==> config.mk <==
export PLATFORM = sky130hd
export DESIGN_NAME = tc_sram_stream_adapter
export DESIGN_NICKNAME = d
export VERILOG_FILES = /design/src/rtl/tc_sram_stream_adapter.sv
export SDC_FILE = /design/constraint.sdc
export NUM_CORES = 1
export LEC_CHECK = 0
export ABC_AREA = 1
export BUFFER_PORTS_ARGS = -buffer_cell sky130_fd_sc_hd__buf_2
export CORE_ASPECT_RATIO = 1.2
export CORE_MARGIN = 3
export CORE_UTILIZATION = 30
export CTS_CLUSTER_SIZE = 24
export DETAILED_ROUTE_END_ITERATION = 10
export GPL_TIMING_DRIVEN = 0
export SYNTH_ARGS = -nofsm -noshare
export SYNTH_HDL_FRONTEND = slang
export SYNTH_SLANG_ARGS = --single-unit
==> constraint.sdc <==
create_clock -name clk_i -period 2.75 [get_ports clk_i]
set_input_delay 0.4125 -clock clk_i [delete_from_list [all_inputs] [get_ports clk_i]]
set_output_delay 0.4125 -clock clk_i [all_outputs]
set_load 0.005 [all_outputs]
==> src/rtl/tc_sram_stream_adapter.sv <==
// Request-stream to tc_sram strobe adapter with in-order read responses.
// Credits cover FIFO occupancy plus reads in flight, so the FIFO never overflows.
module tc_sram_stream_adapter #(
  parameter int unsigned NumWords  = 1024,
  parameter int unsigned DataWidth = 32,
  parameter int unsigned ByteWidth = 8,
  parameter int unsigned Latency   = 1,
  parameter int unsigned RespDepth = 4,
  localparam int unsigned AddrWidth =
    (NumWords > 1) ? $clog2(NumWords) : 1,
  localparam int unsigned BeWidth =
    (DataWidth + ByteWidth - 1) / ByteWidth
) (
  input  logic                 clk_i,
  input  logic                 rst_i,
  input  logic                 req_valid_i,
  output logic                 req_ready_o,
  input  logic                 req_we_i,
  input  logic [31:0]          req_addr_i,
  input  logic [DataWidth-1:0] req_wdata_i,
  input  logic [BeWidth-1:0]   req_be_i,
  output logic                 resp_valid_o,
  input  logic                 resp_ready_i,
  output logic [DataWidth-1:0] resp_rdata_o,
  output logic                 resp_err_o,
  output logic                 sram_req_o,
  output logic                 sram_we_o,
  output logic [AddrWidth-1:0] sram_addr_o,
  output logic [DataWidth-1:0] sram_wdata_o,
  output logic [BeWidth-1:0]   sram_be_o,
  input  logic [DataWidth-1:0] sram_rdata_i
);

  localparam int unsigned PtrW =
    (RespDepth > 1) ? $clog2(RespDepth) : 1;
  localparam int unsigned CntW = $clog2(RespDepth + 1);
  localparam int unsigned EntW = DataWidth + 1;

  logic [CntW-1:0]    credit_q, credit_d;
  logic [CntW-1:0]    count_q, count_d;
  logic [PtrW-1:0]    rptr_q, rptr_d;
  logic [PtrW-1:0]    wptr_q, wptr_d;
  logic [EntW-1:0]    mem_q [RespDepth];
  logic [EntW-1:0]    mem_d [RespDepth];
  logic [Latency-1:0] pv_q, pv_d;
  logic [Latency-1:0] pe_q, pe_d;

  logic in_range;
  logic fire;
  logic rd_fire;
  logic push;
  logic pop;
  logic [EntW-1:0] push_ent;

  always_comb begin
    in_range    = req_addr_i < 32'(NumWords);
    req_ready_o = !rst_i &&
      (req_we_i || credit_q < CntW'(RespDepth));
    fire        = req_valid_i && req_ready_o;
    rd_fire     = fire && !req_we_i;

    sram_req_o   = fire && in_range;
    sram_we_o    = req_we_i;
    sram_addr_o  = req_addr_i[AddrWidth-1:0];
    sram_wdata_o = req_wdata_i;
    sram_be_o    = req_be_i;

    resp_valid_o = count_q != '0;
    resp_rdata_o = mem_q[rptr_q][DataWidth-1:0];
    resp_err_o   = mem_q[rptr_q][DataWidth];
    pop          = resp_valid_o && resp_ready_i;

    // Error entries carry zero data instead of whatever the SRAM drives.
    push     = pv_q[Latency-1];
    push_ent = pe_q[Latency-1] ?
      {1'b1, {DataWidth{1'b0}}} : {1'b0, sram_rdata_i};
  end

  always_comb begin
    pv_d    = '0;
    pe_d    = '0;
    pv_d[0] = rd_fire;
    pe_d[0] = !in_range;
    for (int i = 1; i < int'(Latency); i++) begin
      pv_d[i] = pv_q[i-1];
      pe_d[i] = pe_q[i-1];
    end
  end

  always_comb begin
    mem_d    = mem_q;
    wptr_d   = wptr_q;
    rptr_d   = rptr_q;
    count_d  = count_q + CntW'(push) - CntW'(pop);
    credit_d = credit_q + CntW'(rd_fire) - CntW'(pop);
    if (push) begin
      mem_d[wptr_q] = push_ent;
      wptr_d = (wptr_q == PtrW'(RespDepth - 1)) ?
        '0 : wptr_q + PtrW'(1);
    end
    if (pop) begin
      rptr_d = (rptr_q == PtrW'(RespDepth - 1)) ?
        '0 : rptr_q + PtrW'(1);
    end
  end

  always_ff @(posedge clk_i or posedge rst_i) begin
    if (rst_i) begin
      credit_q <= '0;
      count_q  <= '0;
      rptr_q   <= '0;
      wptr_q   <= '0;
      pv_q     <= '0;
      pe_q     <= '0;
    end else begin
      credit_q <= credit_d;
      count_q  <= count_d;
      rptr_q   <= rptr_d;
      wptr_q   <= wptr_d;
      pv_q     <= pv_d;
      pe_q     <= pe_d;
    end
  end

  always_ff @(posedge clk_i) begin
    mem_q <= mem_d;
  end

  a_credit_max: assert property (
    @(posedge clk_i) disable iff (rst_i)
    credit_q <= CntW'(RespDepth));

  a_no_overflow: assert property (
    @(posedge clk_i) disable iff (rst_i)
    push |-> (count_q < CntW'(RespDepth)) || pop);

  a_valid_hold: assert property (
    @(posedge clk_i) disable iff (rst_i)
    resp_valid_o && !resp_ready_i |=> resp_valid_o);

endmodule

Word-level counts from Yosys, hierarchy flattened
Cells that the tools add are included.

storage, ports and cells
  flip-flop bits (word level) = 144
  input port bits = 105
  output and inout bits = 83
  logic and storage cells = 45

cells by class
  $add $sub $neg = 6
  $lt $le $gt $ge = 5
  equal/unequal tests = 2
  mux-type cells = 9
  bitwise gates (word level) = 2
  reduce and logical (&&, ||, !) cells = 11

operators with widths
  cell                                                                            count
  132-bit bitwise mux                                                             1
  33-bit two-way mux                                                              4
  33-bit binary-select mux with 2-bit select                                      1
  33-bit demux with 2-bit select                                                  1
  32-bit by 11-bit less-than comparator with 1-bit output, second input constant  1
  3-bit by 1-bit adder with 3-bit output                                          2
  3-bit greater-or-equal comparator, second input constant                        2
  1-bit logical AND                                                               6
  2-bit inverter with 3-bit output                                                2
  3-bit by 1-bit subtractor with 3-bit output                                     2
  2-bit by 1-bit adder with 2-bit output, second input constant                   2
  2-bit == test, second input constant                                            2
  2-bit two-way mux                                                               2
  1-bit logical NOT                                                               3
  3-bit by 1-bit less-than comparator with 1-bit output, second input constant    1
  3-bit less-than comparator, second input constant                               1
  3-bit nonzero test                                                              1
  1-bit logical OR                                                                1

Longest topological paths before layout
  word-level depth = 7
  mapped depth = 10

Worst setup path after synthesis
OpenSTA, ideal clock, no wires.

  kind = input to register
  start = in req_we_i
  end = reg credit_q[2]
  library setup time = 0.129 ns
  data arrival time = 1.914 ns
  slack = 0.708 ns
  stages on the path = 9
  path buffers = 0
  path through = inv_1 > a21oi_1 > nand3_1 > ha_1 > inv_1 > ha_1 > fa_1 > xnor2_1 > xor2_1

on the way
  cells in the longest elaborated chain, start to end = 6
  elaborated cells between the ends (all ways) = 7

RTL lines
  what                                         line  text
  start, declared                              18    input logic req_we_i,
  1-bit logical OR                             58    (req_we_i || credit_q < CntW'(RespDepth));
  1-bit logical AND                            57    req_ready_o = !rst_i &&
  named net req_ready_o                        17    output logic req_ready_o,
  1-bit logical AND                            59    fire = req_valid_i && req_ready_o;
  1-bit logical AND                            60    rd_fire = fire && !req_we_i;
  3-bit by 1-bit adder with 3-bit output       95    credit_d = credit_q + CntW'(rd_fire) - CntW'(pop);
  3-bit by 1-bit subtractor with 3-bit output  95
  named net credit_d[2]                        39    logic [CntW-1:0] credit_q, credit_d;
  end signal, assigned                         116   credit_q <= credit_d;
  end, declared                                39

The timed path passes the listed nets, and every way through them passes these cells.
A chain may end at the register's enable or synchronous reset.

Worst setup path after layout
  start = reg rptr_q[1]
  end = out resp_rdata_o[4]

on the way
  cells in the longest elaborated chain, start to end = 4

RTL lines
  what                                                    line  text
  start, declared                                         41    logic [PtrW-1:0] rptr_q, rptr_d;
  start signal, assigned                                  118   rptr_q <= rptr_d;
  2-bit inverter with 3-bit output (implied by the code)  69    resp_rdata_o = mem_q[rptr_q][DataWidth-1:0];
  33-bit binary-select mux with 2-bit select              69
  33-bit two-way mux (2 in series)                        -
  end, declared                                           24    output logic [DataWidth-1:0] resp_rdata_o,

No other way between the ends. The select of a mux whose other input is x is not followed.

==> flow_metrics.tcl <==
set metrics [dict create \
    num_rows 57 \
    die_x_um 139 \
    dp_hpwl_um 9850 \
    timing_hold_violations_final 0 \
    io_pins 188 \
    nNetsFinal 795 \
    outcome "finished clean" \
    drc_errors 0 \
    rsz0062_at_grt "no" \
    p_total_mw 7.16 \
    worst_slack_ns 0.384 \
    final_util_pct 38.9 \
    p_switching_mw 2.34 \
    timing.hold.ws_ns 0.0357 \
    instances_no_fill 957 \
    cts-root-buf "clkbuf_16" \
    grt_max_degree 34 \
    tns_ns 0 \
    p_sw_share_pct 32.7 \
    syn_avg_cell_area_um2 12.3 \
    dpl_worst_slack_ns 0.516 \
    synth_nets 635 \
    dpl_cell_area_um2 7420 \
    clk_path_buf_depth 2 \
    yosysUniqueCellTypes 24 \
    die_h_um 166 \
    pwr-share-clk_pct 31.2 \
    power.internal_mw 4.82 \
    dp.cells 925 \
    grt_pass1_vias 4363 \
    holdCritPathClass "in2async" \
    postCtsSetupBuffers 0 \
    design_area_um2 8010 \
    final-setup-viol-count 0 \
    worst-endpoint-required_ns 2.34 \
    p_per_area_nw_per_um2 895 \
    synthToLayoutAreaGrowth_pct 25.4 \
    syn_inst 519 \
    grt_pass1_wl_um 22600 \
    cts_resized 0 \
    skew_ns 0.00927 \
    combPwrFrac_pct 32.1 \
    routed_wl_um 14600 \
    drt_iter0_markers 242 \
    core_area_um2 20600 \
    h-tree-depth 4 \
    leakage_nw 3.28 \
    die_area_um2 23100 \
    crit_type "reg2out" \
    antenna_found_initial 0 \
    layout_common_cells "147 x buf_2, 132 x edfxtp_1, 94 x nor2_1" \
    r2r_start "count_q[1]" \
    seq_power_share_pct 36.7 \
    clkLatencyLatePin_ns 0.41 \
    arrival_ns 1.95 \
    cts.sinks 144 \
    irDropWorstVdd_uv 519 \
    fmax_ghz 0.423 \
    initial_core_util_pct 31.0 \
    syn_area_um2 6390 \
    slew_violations 0 \
    yosysSeqAreaShare_pct 66.8 \
    port-buffer-count 141 \
    r2r_end "credit_q[2]" \
    cts_tree "built" \
    layout_commonest_cell "buf_2" \
    dr.pass1.iters 5 \
    rrSetupSlack_ns 0.66 \
    cp_max_fo 10 \
    detail_route.vias_per_cell 4.40 \
    cp-start-kind "flip-flop" \
    fin_crit_ns 2.37 \
    grt_use_total_pct 12.6 \
    post_drt_wl_per_cell_um 15.2 \
    drv_cap 0 \
    antenna_cells 0 \
    ys_ff_latch 144 \
    postRouteAntennaNets 0 \
    grt-ovfl-total 0 \
    maxSlewHeadroom_pct 42.9 \
    min_period_over_period_pct 86.0 \
    layout-drive-gt1-share_pct 40.3 \
    routabilityCongestion 0.684 \
    r2r_cells 10 \
    postCtsHoldBufs 0 \
    cp-end-kind "primary output" \
    tightest_slew_ns 0.855 \
    yosysWarningCount 0 \
    numCtsBuffers 17 \
    via_count 4215 \
    cts.clk_slew.worst_paths_ns 0.06 \
]
## worst max-delay path, stage by stage, from the launching register on
cell,delay (ns)
dfrtp_1,0.47
clkinv_2,0.14
clkbuf_1,0.39
o21ai_0,0.17
o22ai_1,0.21
buf_2,0.16
## power groups by stage
stage / Combinational [mW] / Clock [mW] / Sequential, mW
floorplan: 1.45 / 0 / 2.65
global placement: 2.35 / 0 / 2.67
detailed placement: 2.38 / 0 / 2.67
CTS: 2.39 / 2.28 / 2.63
global route: 2.59 / 2.37 / 2.65
finish: 2.30 / 2.24 / 2.63
## worst max path at each step
stage	slack, ns	startpoint	to
6_report	0.38	rptr_q[1]	resp_rdata_o[4]
5_1_grt	0.24	rptr_q[1]	resp_rdata_o[14]
4_1_cts	0.33	rptr_q[1]	resp_rdata_o[26]
3_5_place_dp	0.52	req_we_i	credit_q[2]
3_3_place_gp	0.44	push	mem_q[17]
2_1_floorplan	0.71	req_we_i	credit_q[2]
## kinds of logic (layout without fill, tap and decap cells)
family / after synthesis / after routing / share of synthesized area, %
adder cells (fa/ha/maj): 11 / 11 / 2.39
flip-flops: 144 / 144 / 66.8
AND/OR/NAND/NOR: 132 / 132 / 8.62
AO/OA/AOI/OAI: 105 / 105 / 10.8
XOR/XNOR: 4 / 4 / 0.549
buffers and inverters: 123 / 296 / 10.8
## layout make-up
type | instances | area [µm²]
fillers | 1987 | 12600
flip-flops and latches | 144 | 4260
multi-input cells | 252 | 1430
repair buffers | 141 | 706
plain buffers | 71 | 495
clock buffers | 18 | 429
well taps | 265 | 332
inverters | 52 | 196
clock inverters | 14 | 155
## sequential cells by signal, indices dropped and copies added (netlist names)
signal    flops
wptr_q        2
push          1
rptr_q        2
pe_q          1
credit_q      3
count_q       3
mem_q       132
## cell usage after synthesis, drive strengths merged
cell / number / area, µm²
a21oi: 2 / 10.0
buf: 59 / 443
clkbuf: 12 / 52.6
clkinv: 1 / 5.00
dfrtp: 12 / 300
edfxtp: 132 / 3960
fa: 2 / 40.0
ha: 9 / 113
inv: 51 / 191
nand2: 15 / 56.3
nand3: 2 / 10.0
nor2: 114 / 478
o21ai: 70 / 350
o22ai: 33 / 332
or2: 1 / 6.26
xnor2: 3 / 26.3
xor2: 1 / 8.76
## per-layer routing
layer	part of all wire [%]	track usage (%)	vias up
met1	40	14.3	1965
li1	-	-	2055
met5	0	0	-
met4	1.5	3.83	0
met2	51	22.7	179
met3	6.8	4.03	16
Power figures use the tool's default switching activity.
